### config.mk
export PLATFORM = sky130hd
export DESIGN_NAME = pipelined_adder
export DESIGN_NICKNAME = d
export VERILOG_FILES = /design/src/rtl/pipelined_adder_pkg.sv /design/src/rtl/adder_chunk.sv /design/src/rtl/pipelined_adder.sv
export SDC_FILE = /design/constraint.sdc
export NUM_CORES = 1
export LEC_CHECK = 0
export ABC_AREA = 1
export CAP_MARGIN = 5
export CORE_MARGIN = 4
export CORE_UTILIZATION = 25
export DETAILED_ROUTE_END_ITERATION = 6
export MAX_ROUTING_LAYER = met4
export PLACE_DENSITY_LB_ADDON = 0.3
export SLEW_MARGIN = 5
export SYNTH_ARGS = -nofsm -noshare
export SYNTH_HDL_FRONTEND = slang
export SYNTH_SLANG_ARGS = --single-unit
### constraint.sdc
create_clock -name clk -period 7 [get_ports clk]
set_input_delay 1.4 -clock clk [delete_from_list [all_inputs] [get_ports clk]]
set_output_delay 1.4 -clock clk [all_outputs]
set_load 0.03 [all_outputs]
### src/rtl/pipelined_adder_pkg.sv
// rtl/pipelined_adder_pkg.sv - shared opcodes and elaboration helpers for pipelined_adder
package pipelined_adder_pkg;

  localparam logic OP_ADD = 1'b0;
  localparam logic OP_SUB = 1'b1;

  // Chunk width handled by one pipeline stage; 0 flags an illegal stage count
  function automatic int chunk_width(input int width, input int stages);
    return (stages > 0) ? (width / stages) : 0;
  endfunction

endpackage

### src/rtl/adder_chunk.sv
// rtl/adder_chunk.sv - combinational CW-bit ripple adder used by each pipeline stage
module adder_chunk
  import pipelined_adder_pkg::*;
#(
  parameter int CW = 4
) (
  input  logic [CW-1:0] a_i,
  input  logic [CW-1:0] b_i,
  input  logic          cin_i,
  output logic [CW-1:0] sum_o,
  output logic          cout_o
);

  // One extra bit on the left captures the chunk carry-out
  assign {cout_o, sum_o} = {1'b0, a_i} + {1'b0, b_i} + {{CW{1'b0}}, cin_i};

endmodule

### src/rtl/pipelined_adder.sv
// rtl/pipelined_adder.sv - add/sub with the carry chain split into STAGES registered chunks
module pipelined_adder
  import pipelined_adder_pkg::*;
#(
  parameter int WIDTH  = 16,
  parameter int STAGES = 4
) (
  input  logic             clk,
  input  logic             rst,
  input  logic             in_valid,
  output logic             in_ready,
  input  logic [WIDTH-1:0] a,
  input  logic [WIDTH-1:0] b,
  input  logic             cin,
  input  logic             op_sub,
  output logic             out_valid,
  input  logic             out_ready,
  output logic [WIDTH-1:0] sum,
  output logic             cout,
  output logic             ovf
);

  localparam int CW = chunk_width(WIDTH, STAGES);

  if (STAGES < 1 || STAGES > WIDTH || (WIDTH % STAGES) != 0) begin : g_param_check
    $error("pipelined_adder: WIDTH must be a multiple of STAGES with 1 <= STAGES <= WIDTH");
  end

  // Per-stage registers; a/b carry the operands (upper chunks still to add, MSBs for ovf),
  // s holds the partial sum built up one chunk per stage, c is the chunk carry-out.
  logic [WIDTH-1:0] a_q [STAGES];
  logic [WIDTH-1:0] b_q [STAGES];
  logic [WIDTH-1:0] s_q [STAGES];
  logic             c_q [STAGES];
  logic             v_q [STAGES];

  logic [WIDTH-1:0] a_d [STAGES];
  logic [WIDTH-1:0] b_d [STAGES];
  logic [WIDTH-1:0] s_d [STAGES];
  logic             c_d [STAGES];
  logic             v_d [STAGES];

  logic             advance;
  logic             accept;
  logic [WIDTH-1:0] b_eff;
  logic             c_eff;

  // Whole pipe moves together; it only freezes when a finished result is being refused
  assign out_valid = v_q[STAGES-1];
  assign advance   = out_ready | ~out_valid;
  assign in_ready  = advance;
  assign accept    = in_valid & in_ready;

  // Subtraction as a + ~b + ~cin, so cin acts as borrow-in and cout as NOT borrow
  assign b_eff = (op_sub == OP_SUB) ? ~b : b;
  assign c_eff = (op_sub == OP_SUB) ? ~cin : cin;

  for (genvar k = 0; k < STAGES; k++) begin : g_stage
    logic [WIDTH-1:0] a_src;
    logic [WIDTH-1:0] b_src;
    logic [WIDTH-1:0] s_src;
    logic             c_src;
    logic             v_src;
    logic [CW-1:0]    chunk_sum;
    logic             chunk_cout;
    logic [WIDTH-1:0] s_next;

    if (k == 0) begin : g_head
      assign a_src = a;
      assign b_src = b_eff;
      assign s_src = '0;
      assign c_src = c_eff;
      assign v_src = accept;
    end else begin : g_body
      assign a_src = a_q[k-1];
      assign b_src = b_q[k-1];
      assign s_src = s_q[k-1];
      assign c_src = c_q[k-1];
      assign v_src = v_q[k-1];
    end

    adder_chunk #(
      .CW(CW)
    ) u_chunk (
      .a_i   (a_src[k*CW +: CW]),
      .b_i   (b_src[k*CW +: CW]),
      .cin_i (c_src),
      .sum_o (chunk_sum),
      .cout_o(chunk_cout)
    );

    // Splice this stage's chunk into the partial sum passed down the pipe
    always_comb begin
      s_next               = s_src;
      s_next[k*CW +: CW]   = chunk_sum;
    end

    assign a_d[k] = a_src;
    assign b_d[k] = b_src;
    assign s_d[k] = s_next;
    assign c_d[k] = chunk_cout;
    assign v_d[k] = v_src;
  end

  // Stage registers: clear on reset, shift forward on advance, hold during a stall
  always_ff @(posedge clk or posedge rst) begin
    if (rst) begin
      for (int k = 0; k < STAGES; k++) begin
        a_q[k] <= '0;
        b_q[k] <= '0;
        s_q[k] <= '0;
        c_q[k] <= 1'b0;
        v_q[k] <= 1'b0;
      end
    end else if (advance) begin
      for (int k = 0; k < STAGES; k++) begin
        a_q[k] <= a_d[k];
        b_q[k] <= b_d[k];
        s_q[k] <= s_d[k];
        c_q[k] <= c_d[k];
        v_q[k] <= v_d[k];
      end
    end
  end

  assign sum  = s_q[STAGES-1];
  assign cout = c_q[STAGES-1];
  assign ovf  = (a_q[STAGES-1][WIDTH-1] == b_q[STAGES-1][WIDTH-1]) &
                (s_q[STAGES-1][WIDTH-1] != a_q[STAGES-1][WIDTH-1]);

endmodule

==> flow_summary.json, run 1 <==
{
  "status": "finished, final reports clean",
  "max_slew_margin": 0.347,
  "final_cell_mix": "195 x nand2_1, 98 x dfrtp_1, 57 x clkdlybuf4s50_1",
  "crit_path_end_kind": "output port",
  "reg2reg_depth": 4,
  "initial_core_util": 0.254,
  "gp_routability_congestion": 0.758,
  "synth_cells": 481,
  "dpl.hpwl_mm": 5.91,
  "crit_end": "in_ready",
  "cpMostUsedCell": "clkdlybuf4s50_1",
  "fin_crit_ns": 4.13,
  "wl_per_cell_um": 11.6,
  "cts_resized": 0,
  "ios": 58,
  "synth_top_area_share": 0.561,
  "cts_buffer_depth": 2,
  "synth_area_per_cell_um2": 9.09,
  "first_global_vias": 3164,
  "min_path_type": "reg -> reg",
  "slew_violations": 0,
  "fin_cells": 760,
  "cp-startpoint": "out_ready",
  "synthMuxAreaShare": 0,
  "r2r_end": "g_stage[2].s_src[2]$_DFFE_PP0N_",
  "synth_area_leaders": "dfrtp_1 56%, nand2_1 17%, fa_1 3.7%",
  "syn_nets": 539,
  "rsz0062_at_grt": "no",
  "crit_path_top_delay_cell": "clkdlybuf4s50_1",
  "rrSetupSlack_ns": 5.30,
  "fmax_mhz": 242,
  "drt-total-wl_mm": 8.80,
  "drt-initial-drc-count": 159,
  "htreeDepth": 3,
  "synth_xor_area_frac": 0.0341,
  "dr.pass1.iters": 6,
  "vias": 3062,
  "fin_crit_sh": 0.589,
  "ys_seq_area_frac": 0.561,
  "grt_max_degree": 106,
  "synth_top_family_by_area": "simple AND/OR/NAND/NOR gates",
  "r2r-start": "out_valid$_DFFE_PP0N_",
  "hold_viol": 0,
  "grt_pass1_wl_mm": 15.1,
  "synth-seq-cells": 98,
  "clkTransAtPathRegs_ns": 0.06,
  "yosys.area_share.simple": 0.198,
  "drive_above_1_share": 0.0430,
  "synth_compound_area_frac": 0.0713,
  "clock_sinks": 98,
  "powerDensity_nw_per_um2": 432,
  "dp_slack_ns": 2.85,
  "path_class": "in -> out",
  "synth_cell_type_count": 22,
  "cts_tree": "yes",
  "clock-root-buffer": "clkbuf_16",
  "fill_cells": 1792,
  "antenna_left": 0,
  "die_area_um2": 19700,
  "fin_worst_skew_ns": 0.00497,
  "fin_util": 0.315,
  "postCtsSetupBuffers": 0,
  "clk_latency_ns": 0.34,
  "cp_cell_sequence": "clkdlybuf4s50_1, nor2_4, inv_2, clkdlybuf4s50_1",
  "crit_path_start_kind": "primary input",
  "total_power_mw": 2.35,
  "core_um2": 17200,
  "antenna_found_initial": 0,
  "max_stage_delay_ns": 0.68,
  "cts_hold_buf": 0,
  "io_buffers": 57,
  "drv_cap": 0,
  "layout_commonest_cell": "nand2_1",
  "worstMarginPinSlew_ns": 0.980,
  "die_x_um": 140,
  "crit_arrival_ns": 2.73,
  "synthToLayoutAreaGrowth_pct": 24.2,
  "vias_per_cell": 4.03,
  "yosysTopAreaCell": "dfrtp_1",
  "vdd_drop_max_mv": 0.156,
  "synth_adder_area_share": 0.0710,
  "place_inst": 745,
  "fin_setup_tns_ns": 0,
  "grt.overflow.total": 0,
  "std_cell_rows": 48,
  "setup_ws_ns": 2.87,
  "syn_area_um2": 4370,
  "worst_ep_required_time_ns": 5.60,
  "fp.dieH_um": 140,
  "crit_fanout": 2,
  "cts_buffers": 9,
  "drc_errors": 0,
  "setup_viol": 0,
  "nets": 589,
  "num_antenna_cells": 0,
  "track_usage": 0.0958,
  "yosysWarnings": 0,
  "cellLeakagePower_nw": 2.62
}
[worst max-delay path, delay by kind of cell]
family / cells / cell delay [ns]
buf+inv: 3 / 1.27
simple gates: 1 / 0.06
[stage by stage]
step           hold WS (ns)  area (um2)
2_1_floorplan         0.440        4370
3_3_place_gp          0.453        5120
3_5_place_dp          0.453        5120
4_1_cts               0.470        5430
5_1_grt               0.501        5430
6_report              0.463        5430
[power by group]
group	internal [mW]	total (mW)	switching (mW)
sequential	0.819	0.948	0.129
clock	0.304	0.500	0.196
combinational	0.352	0.897	0.545
[worst min-delay path by stage]
stage,from,endpoint,slack (ns),depth (start not counted)
2_1_floorplan,g_stage[3].v_src$_DFFE_PP0N_,out_valid$_DFFE_PP0N_,0.44,1
3_3_place_gp,g_stage[3].s_src[9]$_DFFE_PP0N_,sum[9]$_DFFE_PP0N_,0.45,2
3_5_place_dp,g_stage[2].a_src[14]$_DFFE_PP0N_,g_stage[3].a_src[14]$_DFFE_PP0N_,0.45,2
4_1_cts,g_stage[2].a_src[14]$_DFFE_PP0N_,g_stage[3].a_src[14]$_DFFE_PP0N_,0.47,2
5_1_grt,g_stage[2].a_src[14]$_DFFE_PP0N_,g_stage[3].a_src[14]$_DFFE_PP0N_,0.50,2
6_report,g_stage[3].s_src[9]$_DFFE_PP0N_,sum[9]$_DFFE_PP0N_,0.46,2
[Yosys cell counts, drive strengths merged]
cell    count
o21a        1
dfrtp      98
a21oi       9
fa          8
buf        20
o21ai      48
inv        40
xnor2      13
nand2     195
nor2       13
o22ai       2
ha         12
xor2        4
clkbuf      2
or2         2
a31oi       1
nand3      13
[layout make-up]
type | count | area [um2] | area share
clock buffer | 13 | 270 | 0.0498
timing repair buffer | 61 | 601 | 0.111
clock inverter | 2 | 35.0 | 0.00645
multi-input combinational | 321 | 1640 | 0.301
sequential | 98 | 2450 | 0.452
inverter | 40 | 153 | 0.0281
tap | 225 | 282 | 0.0519
[logic make-up (layout without fill, tap and decap cells)]
group           count (synthesis)  count (layout)
compound gates                 61              61
xor+xnor                       17              17
fa+ha+maj                      20              20
buf+inv                        62             116
flops                          98              98
simple gates                  223             223
[state kept, by name, indices dropped and copies added (netlist names)]
register       cells
out_valid          1
g_stage.a_src     24
g_stage.c_src      3
g_stage.v_src      3
b_q                1
sum               16
a_q                1
cout               1
g_stage.b_src     24
g_stage.s_src     24
[layer usage]
layer	up-vias	global-route usage	part of all wire
met3	9	0.0201	0.022
met2	41	0.144	0.46
met5	-	-	0
met1	1419	0.127	0.50
li1	1593	-	-
met4	0	0.0372	0.017
Note: power is estimated with default switching activity, not from simulation.
==> run 2: changes to the inputs <==
Clock period 7 ns to 3.9 ns, I/O delays scaled along.
==> flow_summary.json, run 2 (same netlist as run 1, synthesis figures left out) <==
{
  "status": "finished, final reports clean",
  "cellLeakagePower_nw": 2.64,
  "multiInputGateArea_um2": 1640,
  "fin_crit_ns": 2.50,
  "fin_cells": 761,
  "fmax_mhz": 400,
  "whs_ns": 0.466,
  "first_global_vias": 3237,
  "cp-startpoint": "sum[15]$_DFFE_PP0N_",
  "die_x_um": 140,
  "htreeDepth": 3,
  "nets": 589,
  "crit_path_end_kind": "output port",
  "drt-initial-drc-count": 177,
  "layout_commonest_cell": "nand2_1",
  "initial_core_util": 0.254,
  "hold_viol": 0,
  "cp_num_buf_inv": 1,
  "fin_worst_skew_ns": 0.00570,
  "powerDensity_nw_per_um2": 788,
  "gp_routability_congestion": 0.874,
  "final_cell_mix": "195 x nand2_1, 98 x dfrtp_1, 56 x clkdlybuf4s50_1",
  "max_stage_delay_ns": 0.68,
  "dr.pass1.iters": 5,
  "vias_per_cell": 4.02,
  "num_antenna_cells": 0,
  "clkTransAtPathRegs_ns": 0.07,
  "grt.overflow.total": 0,
  "hold_start": "g_stage[2].s_src[2]$_DFFE_PP0N_",
  "track_usage": 0.103,
  "min_path_type": "reg -> reg",
  "vdd_drop_max_mv": 0.246,
  "crit_fanout": 4,
  "io_buffers": 57,
  "ios": 58,
  "core_um2": 17200,
  "max_slew_margin": 0.358,
  "r2r-start": "out_valid$_DFFE_PP0N_",
  "fin_crit_sh": 0.641,
  "grt_max_degree": 106,
  "crit_path_top_delay_cell": "clkdlybuf4s50_1",
  "clock-root-buffer": "clkbuf_16",
  "worst_ep_required_time_ns": 3.12,
  "cts_buffers": 9,
  "antenna_left": 0,
  "drt-total-wl_mm": 9.13,
  "cts_resized": 0,
  "setup_ws_ns": 1.40,
  "regArea_um2": 2450,
  "drv_cap": 0,
  "crit_path_start_kind": "flip-flop",
  "rsz0062_at_grt": "no",
  "slew_violations": 0,
  "cts_tree": "yes",
  "dpl.hpwl_mm": 6.20,
  "fill_cells": 1794,
  "dp_slack_ns": 1.18,
  "cts_hold_buf": 0,
  "path_class": "reg -> out",
  "placedInstanceArea_um2": 5130,
  "drc_errors": 0,
  "cp_cell_sequence": "o21a_1, nor2_1, clkdlybuf4s50_1",
  "vias": 3060,
  "final_cell_area_um2": 5480,
  "antenna_found_initial": 0,
  "worstMarginPinSlew_ns": 0.963,
  "fin_setup_tns_ns": 0,
  "die_area_um2": 19700,
  "std_cell_rows": 48,
  "total_power_mw": 4.32,
  "clk_latency_ns": 0.35,
  "synthToLayoutAreaGrowth_pct": 25.3,
  "cp_top_family": "buffers and inverters",
  "fp.dieH_um": 140,
  "clock_sinks": 98,
  "place_inst": 745,
  "drive_above_1_share": 0.0466,
  "setup_viol": 0,
  "cts_buffer_depth": 2,
  "wl_per_cell_um": 12.0,
  "crit_arrival_ns": 1.72,
  "postCtsSetupBuffers": 0,
  "grt_pass1_wl_mm": 16.1,
  "fin_util": 0.318
}
-- run 2: path summary, 6_finish.rpt --
kind / endpoint / slack [ns] / cells past startpoint
setup / recovery: ovf / 1.40 / 3
hold / removal: g_stage[3].s_src[2]$_DFFE_PP0N_ / 0.47 / 2
setup reg to reg: g_stage[1].s_src[2]$_DFFE_PP0N_ / 2.21 / 6
hold reg to reg: g_stage[3].s_src[2]$_DFFE_PP0N_ / 0.47 / 2
max in group asynchronous: g_stage[2].b_src[15]$_DFFE_PP0N_ / 2.33 / 3
min in group asynchronous: sum[1]$_DFFE_PP0N_ / 0.87 / 2
-- run 2: area by class of cell --
cell class	count	share of cell area
Clock buffer	10	0.0418
Tap cell	225	0.0514
Sequential cell	98	0.448
Clock inverter	6	0.0206
Inverter	40	0.0279
Timing Repair Buffer	61	0.112
Multi-Input combinational cell	321	0.299
-- run 2: worst min-delay path, stage by stage, from the launching register on --
cell and delay (ns):
dfrtp_1 0.34, nand2_1 0.05, nand2_1 0.05
-- run 2: power by group --
group	internal, mW	switching (mW)
Clock	0.631	0.387
Sequential	1.47	0.231
Combinational	0.629	0.969
Total	2.73	1.59
-- run 2: metal layers --
| metal | wire length [um] | global-route usage | part of all wire |
|---|---|---|---|
| met2 | 4040 | 0.148 | 0.44 |
| met4 | 276 | 0.0535 | 0.030 |
| met5 | 0 | - | 0 |
| met1 | 4640 | 0.140 | 0.51 |
| met3 | 171 | 0.0184 | 0.019 |
==> run 3: changes to the inputs <==
Clock period 3.9 ns to 2.25 ns, I/O delays scaled along.
==> flow_summary.json, run 3 (same netlist as run 1, synthesis figures left out) <==
{
  "slew_violations": 0,
  "r2r_end": "g_stage[3].c_src$_DFFE_PP0N_",
  "pwr-share-seq": 0.385,
  "wl_per_cell_um": 11.6,
  "status": "finished, final reports clean",
  "num_antenna_cells": 0,
  "max_stage_delay_ns": 0.68,
  "drv_cap": 0,
  "cellLeakagePower_nw": 2.69,
  "cp_num_buf_inv": 1,
  "whs_ns": 0.402,
  "fin_crit_sh": 0.953,
  "multiInputGateArea_um2": 1640,
  "max_slew_margin": 0.727,
  "grt.overflow.total": 0,
  "dpl.hpwl_mm": 6.30,
  "final_cell_mix": "195 x nand2_1, 98 x dfrtp_1, 56 x clkdlybuf4s50_1",
  "gp_routability_congestion": 0.781,
  "crit_fanout": 4,
  "crit_path_start_kind": "flip-flop",
  "setup_viol": 0,
  "die_x_um": 140,
  "vias": 3062,
  "crit_path_end_kind": "output port",
  "regArea_um2": 2450,
  "io_buffers": 57,
  "cts_tree": "yes",
  "clock-root-buffer": "clkbuf_16",
  "nets": 594,
  "fill_cells": 1802,
  "vias_per_cell": 4.00,
  "die_area_um2": 19700,
  "clock_power_share": 0.249,
  "initial_core_util": 0.254,
  "cts_buffers": 9,
  "antenna_found_initial": 0,
  "clk_latency_ns": 0.34,
  "cts_buffer_depth": 2,
  "ios": 58,
  "rrSetupSlack_ns": 0.59,
  "std_cell_rows": 48,
  "fin_util": 0.324,
  "synthToLayoutAreaGrowth_pct": 27.9,
  "clkTransAtPathRegs_ns": 0.07,
  "drive_above_1_share": 0.0573,
  "fin_crit_ns": 2.14,
  "cp_cell_sequence": "o21a_1, nor2_1, clkdlybuf4s50_1",
  "dr.pass1.iters": 4,
  "grt_pass1_wl_mm": 15.6,
  "rsz0062_at_grt": "no",
  "drc_errors": 0,
  "cts_resized": 0,
  "crit_end": "ovf",
  "p_switching_mw": 2.72,
  "cp-startpoint": "sum[15]$_DFFE_PP0N_",
  "drt-initial-drc-count": 155,
  "cp_top_family": "buffers and inverters",
  "cts_hold_buf": 0,
  "crit_arrival_ns": 1.69,
  "powerDensity_nw_per_um2": 1380,
  "comb_power_share": 0.366,
  "htreeDepth": 3,
  "worst_ep_required_time_ns": 1.80,
  "reg2reg_depth": 8,
  "postCtsSetupBuffers": 0,
  "clock_sinks": 98,
  "path_class": "reg -> out",
  "min_path_type": "in -> async",
  "first_global_vias": 3168,
  "fin_worst_skew_ns": 0.00550,
  "fmax_mhz": 466,
  "antenna_left": 0,
  "power.internal_mw": 4.97,
  "vdd_drop_max_mv": 0.434,
  "r2r-start": "g_stage[2].a_src[8]$_DFFE_PP0N_",
  "track_usage": 0.0991,
  "fp.dieH_um": 140,
  "crit_path_top_delay_cell": "clkdlybuf4s50_1",
  "layout_commonest_cell": "nand2_1",
  "final_cell_area_um2": 5590,
  "path_depth": 3,
  "worstMarginPinSlew_ns": 0.409,
  "core_um2": 17200,
  "grt_max_degree": 106,
  "drt-total-wl_mm": 8.92,
  "hold_viol": 0,
  "placedInstanceArea_um2": 5200,
  "switching_share": 0.354
}
## run 3: changes by cell type in the layout (fill, tap and decap cells not counted), sizes merged
cell	before	now
buf	5	10
inv	42	39
bufinv	3	4
clkinvlp	0	1
clkinv	1	0
clkbuf	10	12
## run 3: metrics by stage
stage               power, mW  TNS, ns  setup slack [ns]  instances
global route             8.40        0            0.0315        766
finish                   7.69        0             0.105        766
floorplan                4.92        0             0.238        481
global placement         5.79   -0.267           -0.0931        750
detailed placement       5.88   -0.665            -0.269        750
CTS                      7.85        0            0.0740        766
## run 3: power groups by stage
stage	registers, mW	clock network (mW)	logic (mW)
floorplan	3.21	0	1.71
global placement	2.98	0	2.81
detailed placement	3.00	0	2.87
CTS	2.98	1.98	2.89
global route	3.07	2.06	3.26
finish	2.96	1.92	2.82
## run 3: cell type report
class,instances,share of cell area
sequential,98,0.439
multi-input combinational,321,0.293
timing repair buffer,66,0.121
tap,225,0.0504
clock buffer,12,0.0477
inverter,40,0.0275
clock inverter,4,0.0215
## run 3: how the worst min path moves through the flow
stage               cells after the start                               end  slack, ns
floorplan                               1             out_valid$_DFFE_PP0N_       0.44
global placement                        2                sum[8]$_DFFE_PP0N_       0.45
detailed placement                      2  g_stage[2].b_src[14]$_DFFE_PP0N_       0.45
CTS                                     2   g_stage[2].s_src[3]$_DFFE_PP0N_       0.40
global route                            2   g_stage[2].s_src[0]$_DFFE_PP0N_       0.42
finish                                  2   g_stage[2].s_src[0]$_DFFE_PP0N_       0.40
## run 3: metal layers
layer,vias up,track usage,part of all wire,wire length (um)
li1,1596,-,-,-
met2,45,0.147,0.46,4140
met3,19,0.0195,0.021,186
met5,-,-,0,0
met4,0,0.0469,0.024,211
met1,1402,0.131,0.49,4380
